[src/rtl/ecp5pll_phase_ctrl.sv]
// ecp5pll_phase_ctrl: sequencer for the ECP5 PLL dynamic phase-shift pins.
// Takes signed fine-step move requests per channel, emits timed phasestep
// pulses, and tracks each channel's phase position modulo one revolution.
// A lock drop mid-move aborts the move and raises the sticky error flag.
//
// state   | meaning
// --------+-------------------------------------------------------------
// S_IDLE  | waiting for a request; ready when locked and no error
// S_SETUP | phasesel/phasedir settling before the first pulse
// S_HI    | phasestep high; last cycle commits one step
// S_LO    | phasestep low gap between pulses
// S_DONE  | one-cycle completion strobe
module ecp5pll_phase_ctrl #(
  parameter int CHANNELS   = 4,
  parameter int PHASE_BITS = 10,
  parameter int REV0       = 8,
  parameter int REV1       = 8,
  parameter int REV2       = 8,
  parameter int REV3       = 8,
  parameter int SETUP_CYC  = 2,
  parameter int STEP_HI    = 2,
  parameter int STEP_LO    = 2
) (
  input  logic                    clk_i,
  input  logic                    rstn_i,
  input  logic                    locked_i,
  input  logic                    req_valid_i,
  output logic                    req_ready_o,
  input  logic [1:0]              req_ch_i,
  input  logic [PHASE_BITS-1:0]   req_steps_i,
  output logic                    busy_o,
  output logic                    done_o,
  output logic                    err_o,
  input  logic                    err_clr_i,
  output logic [4*PHASE_BITS-1:0] pos_o,
  output logic [1:0]              phasesel_o,
  output logic                    phasedir_o,
  output logic                    phasestep_o,
  output logic                    phaseloadreg_o
);

  localparam int TMAX = (SETUP_CYC > STEP_HI) ? ((SETUP_CYC > STEP_LO) ? SETUP_CYC : STEP_LO)
                                              : ((STEP_HI > STEP_LO) ? STEP_HI : STEP_LO);
  localparam int TW = (TMAX < 2) ? 1 : $clog2(TMAX + 1);
  localparam logic [TW-1:0] T_SETUP = TW'(SETUP_CYC - 1);
  localparam logic [TW-1:0] T_HI    = TW'(STEP_HI - 1);
  localparam logic [TW-1:0] T_LO    = TW'(STEP_LO - 1);
  localparam logic [TW-1:0] T_ONE   = TW'(1);
  localparam logic [2:0]    CH_LIM  = 3'(CHANNELS);
  localparam logic [PHASE_BITS:0] R_ONE = (PHASE_BITS+1)'(1);

  typedef enum logic [2:0] {S_IDLE, S_SETUP, S_HI, S_LO, S_DONE} state_t;

  state_t                state_q, state_d;
  logic                  lock_meta, lock_sync;
  logic [TW-1:0]         tmr;
  logic [PHASE_BITS:0]   rem;
  logic [PHASE_BITS:0]   req_ext, req_mag;
  logic                  err_q;
  logic                  accept, ch_ok, tmr_tc, in_move, abort, step_done, err_set;

  assign req_ext   = {req_steps_i[PHASE_BITS-1], req_steps_i};
  assign req_mag   = req_ext[PHASE_BITS] ? (~req_ext + R_ONE) : req_ext;
  assign ch_ok     = ({1'b0, req_ch_i} < CH_LIM);
  assign accept    = req_valid_i & req_ready_o;
  assign tmr_tc    = (tmr == '0);
  assign in_move   = (state_q == S_SETUP) | (state_q == S_HI) | (state_q == S_LO);
  assign abort     = in_move & ~lock_sync;
  assign step_done = (state_q == S_HI) & tmr_tc & lock_sync;
  assign err_set   = (accept & ~ch_ok) | abort;

  // Two-flop synchroniser for the asynchronous PLL lock indication.
  always_ff @(posedge clk_i or negedge rstn_i) begin
    if (!rstn_i) begin
      lock_meta <= 1'b0;
      lock_sync <= 1'b0;
    end else begin
      lock_meta <= locked_i;
      lock_sync <= lock_meta;
    end
  end

  // FSM state register.
  always_ff @(posedge clk_i or negedge rstn_i) begin
    if (!rstn_i) state_q <= S_IDLE;
    else         state_q <= state_d;
  end

  // FSM next-state logic; lock loss takes priority over any timer expiry.
  always_comb begin
    state_d = state_q;
    unique case (state_q)
      S_IDLE: begin
        if (accept && ch_ok) state_d = (req_mag == '0) ? S_DONE : S_SETUP;
      end
      S_SETUP: begin
        if (!lock_sync)  state_d = S_IDLE;
        else if (tmr_tc) state_d = S_HI;
      end
      S_HI: begin
        if (!lock_sync)  state_d = S_IDLE;
        else if (tmr_tc) state_d = (rem == R_ONE) ? S_DONE : S_LO;
      end
      S_LO: begin
        if (!lock_sync)  state_d = S_IDLE;
        else if (tmr_tc) state_d = S_HI;
      end
      S_DONE:  state_d = S_IDLE;
      default: state_d = S_IDLE;
    endcase
  end

  // FSM outputs; phasestep is gated by lock so it drops in the abort cycle.
  always_comb begin
    req_ready_o = (state_q == S_IDLE) & lock_sync & ~err_q;
    busy_o      = (state_q != S_IDLE);
    done_o      = (state_q == S_DONE);
    phasestep_o = (state_q == S_HI) & lock_sync;
  end

  assign err_o          = err_q;
  assign phaseloadreg_o = 1'b0;

  // Phase timer (down-counter, reloaded on every state change), remaining
  // step count, latched channel/direction, and sticky error (set wins).
  always_ff @(posedge clk_i or negedge rstn_i) begin
    if (!rstn_i) begin
      tmr        <= '0;
      rem        <= '0;
      phasesel_o <= '0;
      phasedir_o <= 1'b0;
      err_q      <= 1'b0;
    end else begin
      if (state_d != state_q) begin
        case (state_d)
          S_SETUP: tmr <= T_SETUP;
          S_HI:    tmr <= T_HI;
          S_LO:    tmr <= T_LO;
          default: tmr <= '0;
        endcase
      end else if (!tmr_tc) begin
        tmr <= tmr - T_ONE;
      end
      if (accept && ch_ok) rem <= req_mag;
      else if (step_done)  rem <= rem - R_ONE;
      if (accept && ch_ok && (req_mag != '0)) begin
        phasesel_o <= req_ch_i;
        phasedir_o <= ~req_steps_i[PHASE_BITS-1];
      end
      err_q <= err_set | (err_q & ~err_clr_i);
    end
  end

  for (genvar c = 0; c < 4; c++) begin : g_pos
    localparam int REV_C = (c == 0) ? REV0 : (c == 1) ? REV1 : (c == 2) ? REV2 : REV3;
    localparam logic [PHASE_BITS-1:0] LAST_C = PHASE_BITS'(REV_C - 1);
    localparam logic [PHASE_BITS-1:0] P_ONE  = PHASE_BITS'(1);
    localparam logic [1:0]            CH_ID  = 2'(c);
    logic [PHASE_BITS-1:0] pos_c;

    // Per-channel position, modulo the channel's revolution length.
    always_ff @(posedge clk_i or negedge rstn_i) begin
      if (!rstn_i) begin
        pos_c <= '0;
      end else if (step_done && (phasesel_o == CH_ID) && (c < CHANNELS)) begin
        if (phasedir_o) pos_c <= (pos_c == LAST_C) ? '0 : pos_c + P_ONE;
        else            pos_c <= (pos_c == '0) ? LAST_C : pos_c - P_ONE;
      end
    end

    assign pos_o[c*PHASE_BITS +: PHASE_BITS] = pos_c;
  end

endmodule

[config.mk]
export PLATFORM = sky130hd
export DESIGN_NAME = ecp5pll_phase_ctrl
export DESIGN_NICKNAME = d
export VERILOG_FILES = /design/src/rtl/ecp5pll_phase_ctrl.sv
export SDC_FILE = /design/constraint.sdc
export NUM_CORES = 1
export LEC_CHECK = 0
export ABC_AREA = 1
export CAP_MARGIN = 0
export CORE_ASPECT_RATIO = 1.4
export CORE_MARGIN = 3
export CORE_UTILIZATION = 60
export CTS_CLUSTER_DIAMETER = 30
export DETAILED_ROUTE_END_ITERATION = 16
export PLACE_DENSITY = 0.86
export SYNTH_ARGS = -nofsm -noshare
export SYNTH_HDL_FRONTEND = slang
export SYNTH_SLANG_ARGS = --single-unit
[constraint.sdc]
create_clock -name clk_i -period 2.6 [get_ports clk_i]
set_input_delay 0.78 -clock clk_i [delete_from_list [all_inputs] [get_ports clk_i]]
set_output_delay 0.78 -clock clk_i [all_outputs]
set_load 0.05 [all_outputs]
### Word-level counts from Yosys, hierarchy flattened

Index checks and enable logic that the tools add are counted.

* register bits after elaboration: 62
* word-level logic and storage cells: 100

* mux-type cells: 26
* add/sub/neg operators: 11
* bitwise logic cells: 16
* equal/unequal tests: 17
* reduce and logical (&&, ||, !) cells: 18

Operators by type and width (count)
* $mux 10: 12
* $add 10x1->10 const B: 4
* $eq 10x3->1 const B: 4
* $logic_not 10->1: 4
* $sub 10x1->10 const B: 4
* $mux 11: 3
* $mux 3: 7
* $eq 3x2->1 const B: 4
* $add 11x1->11 const B: 1
* $eq 11x1->1 const B: 1
* $logic_not 11->1: 1
* $not 11->11: 1
* $reduce_bool 11->1: 1
* $sub 11x1->11 const B: 1
* $pmux 3 s3: 1
* $and 1x1->1: 8
* $eq 3x1->1 const B: 2
* $logic_and 1x1->1: 5
* $eq 2x2->1 const B: 2
* $logic_not 2->1: 2
* $mux 2: 2
* $not 1->1: 4
* $eq 3x3->1 const B: 1
* $logic_not 3->1: 1
* 10 further kinds: 12

### Longest topological paths before layout

Gate-level depths: netlist of the first run.

* depth after elaboration: 11
* mapped depth: 16
* depth with buffers taken out: 16

### Worst setup path before layout of the first run

Ideal clock, no wire load.

* path type: register to register
* start: register state_q[0]
* end: register tmr[0]
* data required time: 2.487 ns
* stages on the path, launching flop included: 13
* buffers on the path: 0
* library setup time: 0.113 ns
* arrival: 2.480 ns
* path slack: 0.007 ns
* clock period less this slack: 2.593 ns
* cell sequence: dfrtp_1 -> nor2_1 -> nand2_1 -> nor3b_2 -> nand2_1 -> inv_2 -> nand2_2 -> nand3_1 -> nand2_1 -> nand2_1 -> nand2_1 -> nand2_1 -> inv_1

* longest elaborated chain between the ends: 10

Ends and longest elaborated chain
* start, declared: RTL line 54 `state_t state_q, state_d;`
* start signal, assigned: RTL line 86 `else state_q <= state_d;`
* $logic_not 3->1 (*): RTL line 115 `req_ready_o = (state_q == S_IDLE) & lock_sync & ~err_q;`
* $and 1x1->1 (*) (2 in series): RTL line 115
* via req_ready_o: RTL line 28 `output logic req_ready_o,`
* $and 1x1->1 (*): RTL line 65 `assign accept = req_valid_i & req_ready_o;`
* $mux 3 (*): RTL line 94 `if (accept && ch_ok) state_d = (req_mag == '0) ? S_DONE : S_SETUP;`
* $pmux 3 s3 (*): RTL line 92 `unique case (state_q)`
* $eq 3x2->1 or $eq 3x1->1 (tied branches): RTL line 135 `case (state_d)`
* $reduce_or 3->1 (no source line)
* $mux 1: RTL line 135
* $mux 2: RTL line 134 `if (state_d != state_q) begin`
* end signal, assigned: RTL line 142 `tmr <= tmr - T_ONE;`
* end, declared: RTL line 56 `logic [TW-1:0] tmr;`

The timed path passes the listed nets; every way through them passes the cells marked *.
A chain may end at the register's enable or synchronous reset.

### Worst setup path in the final report of the first run

* start: register g_pos[3].pos_c[2]
* end: output port pos_o[32]

RTL lines
* start, declared: RTL line 159 `logic [PHASE_BITS-1:0] pos_c;`
* start signal, assigned: RTL line 166 `if (phasedir_o) pos_c <= (pos_c == LAST_C) ? '0 : pos_c + P_ONE;`
* start signal, assigned: RTL line 167 `else pos_c <= (pos_c == '0) ? LAST_C : pos_c - P_ONE;`
* end, declared: RTL line 35 `output logic [4*PHASE_BITS-1:0] pos_o,`

No word-level cell between the ends.

==> results.ini, run 1 <==
[run_status]
status=finished, final reports clean

[setup_path]
worstSetupPathType=flip-flop to output pin
worstPathCellList=clkdlybuf4s50_1
crit_path_max_incr_delay_ns=0.87
path_delay_family=buffers and inverters
path_depth=1
end_kind=output pin
crit-reg2reg-launch=state_q[0]
r2r_end=tmr[0]
r2r_setup_slack_ns=0.36
worstPathArrival_ns=1.76
crit_required_ns=1.82
critical_path.max_fanout=11
crit_slowest_cell=clkdlybuf4s50_1
ff2ff_path_depth=12
startpoint=g_pos[3].pos_c[2]
critPathLaunchType=flip-flop
cp_num_buf_inv=1

[power]
p_per_area_mw_per_mm2=1310
max-vdd-ir-drop_mv=0.664
p_leak_nw=2.74

[floorplan]
die_width_microns=81.1
dieHeight_microns=111
initial_core_util=0.631
core.rowCount=37
pin_count=66
coreArea_sq_mm=0.00750
fp.dieArea_sq_mm=0.00901

[min_path]
hold_depth=0
hp-class=flip-flop to flip-flop
hp-start=lock_meta
hold_end=lock_sync

[placement]
dpl.hpwl_microns=8910
port-buffer-count=64
dp.cells=840
gp_congestion=0.949

[detailed_routing]
routedWlPerCell_microns=14.3
drtIter0Drc=365
drc_errors=0
dr_total_vias=4951
antenna_left=0
vias_per_cell=5.78
drtPass1Iterations=6
routed_wl_microns=12300

[synthesis]
synthMuxAreaShare=0
ys_types=43
syn_area_per_cell_sq_um=6.89
synth_cells=687
synth_area_sq_mm=0.00473
synth_seq_cells=62
synth-xor-area-share=0.0629
async_flop_share=1.00
synthAdderAreaFrac=0.0317
ys_seq_area_frac=0.328
synth_edf_count=0
synth-simple-area-share=0.316
ys_warn_count=0
synth_compound_area_frac=0.158
syn-num-nets=716
synth_top_family_by_area=simple AND/OR/NAND/NOR gates
ys.flop_type=dfrtp_1

[layout]
fillers=621
post-route-util=0.765
diodes=0
layout_common_cells=137 x nand2_1, 91 x nor2_1, 80 x inv_1
drive_gt1_frac=0.0896
nets=783
final_common_cell=nand2_1
finalNonFillerCells=856
syn_to_final_growth_pct=21.2

[cts]
cts_max_level=3
clock_path_buffers=2
cts_made_buffers=9
cts_root_buffer=clkbuf_8
clk_pin_slew_ns=0.07
cts_tree=done
cts_setup_buffers=0
ctsHoldBuffers=0
clock_latency_ns=0.35
cts.sinks=62

[sta]
setup_viol=0
fin_crit_sh=0.977
drv_slew=0
fmax_mhz=393
slew_headroom=0.574
hold_viol=0
worst_pin_slew_ns=0.640
rsz0062_at_grt=no
period_minus_slack_ns=2.54
fin_skew_ns=0.00976

[global_routing]
globalRouteTotalUtil=0.289
gr-total-overflow=0
antenna_found_initial=0
grt_max_degree=44
grt_pass1_wl_microns=21000
grt_pass1_vias=4855

[run]
drv_cap=0

worst max path at each step:
stage,endpoint,slack (ns)
final,pos_o[32],0.06
after global routing,pos_o[32],0.01
after CTS,pos_o[32],0.06
after detailed placement,tmr[0],-0.14
after global placement,tmr[0],-0.11
after floorplan,tmr[0],0.007
layout make-up:
class / instances / area (sq um) / share of cell area
flip-flops and latches: 62 / 1550 / 0.270
inverters: 97 / 364 / 0.0635
clock inverters: 6 / 109 / 0.0190
multi-input cells: 507 / 2690 / 0.470
well taps: 97 / 121 / 0.0212
repair buffers: 77 / 759 / 0.132
clock buffers: 10 / 138 / 0.0240
registers in the layout, summed over array words and instances, names as in the netlist:
register / flops
err_o: 1
g_pos.pos_c: 40
lock_meta: 1
lock_sync: 1
phasedir_o: 1
phasesel_o: 2
rem: 11
state_q: 3
tmr: 2
synthesized netlist by cell type, types with 2 or more instances:
cell type  number  area share
nand2_1       137        0.11
nor2_1         91       0.072
inv_1          80       0.063
dfrtp_1        62        0.33
nand3_1        45       0.048
a21oi_1        36       0.038
xor2_1         29       0.054
o21ai_0        27       0.029
o21ai_1        19       0.020
nor3_1         18       0.019
inv_2          16       0.013
nand4_1        15       0.020
a31oi_1        14       0.019
a22oi_1        12       0.019
ha_1           12       0.032
buf_2           9      0.0095
clkbuf_1        6      0.0048
nor4_1          6      0.0079
o22ai_1         5      0.0066
or2_2           5      0.0066
xnor2_1         5      0.0093
o211ai_1        4      0.0063
buf_4           3      0.0048
buf_6           3      0.0071
nand2_2         3      0.0040
nand3b_1        3      0.0048
nor3_4          3       0.010
a31o_1          2      0.0037
nor3_2          2      0.0042
o31ai_1         2      0.0032
cells by family (layout without fill, tap and decap cells):
family | after synthesis | count (layout)
AOI/OAI and AO/OA | 128 | 128
xor gates and xnor gates | 34 | 34
adders and majority gates | 12 | 12
buffers and inverters | 118 | 190
DFF | 62 | 62
other | 1 | 1
and+or+nand+nor | 332 | 332
metal layers:
layer	GRT usage	vias up	wire (microns)
met5	0	-	0
met4	0.158	0	414
met3	0.0480	42	655
met2	0.505	206	6590
met1	0.322	2300	4610
li1	-	2403	-
power by group:
| part | leakage, nW | total [mW] | switching (mW) | internal [mW] |
|---|---|---|---|---|
| clock network | 0.126 | 1.06 | 0.400 | 0.661 |
| registers | 0.817 | 1.80 | 0.505 | 1.29 |
| logic | 1.79 | 4.66 | 3.10 | 1.56 |
through the flow:
stage	TNS, ns	instance area (sq um)	hold WS, ns	setup slack [ns]	power [mW]
floorplan	0	4730	0.331	0.00681	5.12
global placement	-0.255	5490	0.334	-0.110	6.22
detailed placement	-0.397	5490	0.338	-0.138	6.37
CTS	0	5740	0.354	0.0599	7.49
global route	0	5740	0.384	0.0129	8.10
finish	0	5740	0.352	0.0585	7.52
repair_timing:
action                                 in CTS  in global routing
setup endpoints to repair                   1                  0
endpoints found under the hold margin       0                  0
gates resized for setup                     1                  0
Power figures use the tool's default switching activity.
==> run 2: changes to the inputs <==
--- a/config.mk
+++ b/config.mk
@@ -13,6 +13,7 @@
 export CTS_CLUSTER_DIAMETER = 30
 export DETAILED_ROUTE_END_ITERATION = 16
 export PLACE_DENSITY = 0.86
+export SKIP_LAST_GASP = 1
 export SYNTH_ARGS = -nofsm -noshare
 export SYNTH_HDL_FRONTEND = slang
 export SYNTH_SLANG_ARGS = --single-unit
==> results of run 2 <==
The final DEF is identical to that of run 1; final timing and power are the same.
==> run 3: changes to the inputs <==
--- a/config.mk
+++ b/config.mk
@@ -7,12 +7,13 @@
 export LEC_CHECK = 0
 export ABC_AREA = 1
 export CAP_MARGIN = 0
-export CORE_ASPECT_RATIO = 1.4
+export CORE_ASPECT_RATIO = 1.1
 export CORE_MARGIN = 3
-export CORE_UTILIZATION = 60
+export CORE_UTILIZATION = 62
+export CTS_BUF_LIST = sky130_fd_sc_hd__clkbuf_8
 export CTS_CLUSTER_DIAMETER = 30
 export DETAILED_ROUTE_END_ITERATION = 16
-export PLACE_DENSITY = 0.86
+export PLACE_DENSITY = 0.89
 export SKIP_LAST_GASP = 1
 export SYNTH_ARGS = -nofsm -noshare
 export SYNTH_HDL_FRONTEND = slang
==> constraint.sdc (replaced) <==
create_clock -name clk_i -period 2.6 [get_ports clk_i]
set_input_delay 0.78 -clock clk_i [delete_from_list [all_inputs] [get_ports clk_i]]
set_output_delay 0.78 -clock clk_i [all_outputs]
set_load 0.01 [all_outputs]
==> results.ini, run 3 (same netlist as run 1, synthesis figures left out) <==
[placement]
port-buffer-count=64
dpl.hpwl_microns=8910
gp_congestion=0.950
place_worst_setup_slack_ns=-0.156
place_area_sq_mm=0.00547

[detailed_routing]
drc_errors=0
wl_met1_microns=4810
drtPass1Iterations=6
routed_wl_microns=12200
routedWlPerCell_microns=14.5
vias_per_cell=5.88
route.met2.wl_microns=6370
highest_layer=met4
dr_total_vias=4967
route.met3.wl_microns=693
antenna_left=0
drtIter0Drc=395

[setup_path]
critical_path.max_fanout=3
end_kind=flip-flop
r2r_setup_slack_ns=0.28
worstPathArrival_ns=2.65
crit_path_max_incr_delay_ns=0.48
crit_required_ns=2.85
crit_top_cell=nand3_1
crit_slowest_cell=clkdlybuf4s50_1
worstPathCellList=clkdlybuf4s50_1 > inv_2 > ha_1 > nand2_1 > nand3_1 > a21oi_1 > nand3_1 > nor2_2 > nand3_1 > nand2_2 > nand3_1 > nand2_1 > nand3_1 > nand2_1 > inv_1
critPathLaunchType=input port
worstSetupPathType=input port to flip-flop

[cts]
clk_pin_slew_ns=0.08
cts_root_buffer=clkbuf_8
cts_tree=done
ctsHoldBuffers=0
cts.sinks=62
cts_max_level=3
cts_made_buffers=9
clock_path_buffers=2
clock_latency_ns=0.35

[sta]
rsz0062_at_grt=no
period_minus_slack_ns=2.39
fin_crit_sh=0.920
drv_slew=0
hold_viol=0
fin_hold_ws_ns=0.353
slew_headroom=0.621
setup_viol=0
fmax_mhz=418
fin_skew_ns=0.0130
worst_pin_slew_ns=0.568
setup_ws_ns=0.207

[run_status]
status=finished, final reports clean

[layout]
layout_common_cells=137 x nand2_1, 90 x nor2_1, 80 x inv_1
ff_latch_area_sq_mm=0.00155
reg.largest.list=g_pos.pos_c (40), rem (11), state_q (3)
fin_area_sq_mm=0.00570
final_common_cell=nand2_1
multi_input_area_sq_mm=0.00270
diodes=0
largest_reg_flops=40
regMostFlops=g_pos.pos_c
syn_to_final_growth_pct=20.4
drive_gt1_frac=0.0868
post-route-util=0.791
nets=784
fillers=514

[power]
max-vdd-ir-drop_mv=0.674
p_per_area_mw_per_mm2=1170
p_leak_nw=2.74

[floorplan]
initial_core_util=0.657
coreArea_sq_mm=0.00721
die_width_microns=89.3
core.rowCount=32
fp.dieArea_sq_mm=0.00872
pin_count=66
dieHeight_microns=97.6

[global_routing]
grt_max_degree=63
globalRouteTotalUtil=0.294
antenna_found_initial=0
grt_pass1_wl_microns=21000
gr-total-overflow=0
grt_pass1_vias=4813

[min_path]
hp-class=flip-flop to flip-flop

[run]
drv_cap=0

run 3: cell types whose count changed in the layout (fill, tap and decap cells not counted), moves of 2 or more:
cell | before | now
clkdlybuf4s50_1 | 58 | 61
buf_12 | 3 | 1
clkinvlp_4 | 0 | 2
dlymetal6s2s_1 | 0 | 2
run 3: through the flow:
stage,setup TNS [ns],total power [mW],std cells
5_1_grt,0,7.18,845
4_1_cts,0,6.59,845
2_1_floorplan,0,4.39,687
6_report,0,6.65,845
3_3_place_gp,-0.111,5.43,829
3_5_place_dp,-0.482,5.60,829
run 3: cell type report:
type                            count  share of cell area
Tap cell                           85              0.0187
Clock buffer                       10              0.0241
Multi-Input combinational cell    507               0.473
Inverter                           97              0.0639
Sequential cell                    62               0.272
Timing Repair Buffer               78               0.133
Clock inverter                      6              0.0149
run 3: power breakdown:
part           internal (mW)  total [mW]  leakage, nW  switching, mW
sequential              1.29        1.76        0.817          0.470
combinational           1.56        3.92         1.81           2.37
clock                  0.562       0.963        0.108          0.401
run 3: repair_timing:
action	in CTS	in global routing
gates resized for setup	0	3
buffers inserted	0	0
endpoints found under the setup margin	0	3
run 3: critical path: cells and delay by family:
kind	cells	cell delay, ns
fa+ha+maj	1	0.28
compound gates	1	0.12
buf+inv	3	0.56
simple gates	10	0.90
run 3: final timing paths:
path                                      from                 to  cells past startpoint
worst max register to register          tmr[0]  g_pos[1].pos_c[4]                      9
worst max-delay path            req_steps_i[0]             tmr[0]                     15
worst min-delay path                 lock_meta          lock_sync                      0
min in group asynchronous               rstn_i  g_pos[2].pos_c[3]                      2
max in group asynchronous               rstn_i  g_pos[2].pos_c[9]                      2
worst min register to register       lock_meta          lock_sync                      0
run 3: layer usage:
metal	GRT usage	vias to the layer above
met2	0.526	211
met3	0.0433	45
met5	0	-
li1	-	2407
met1	0.342	2304
met4	0.118	0
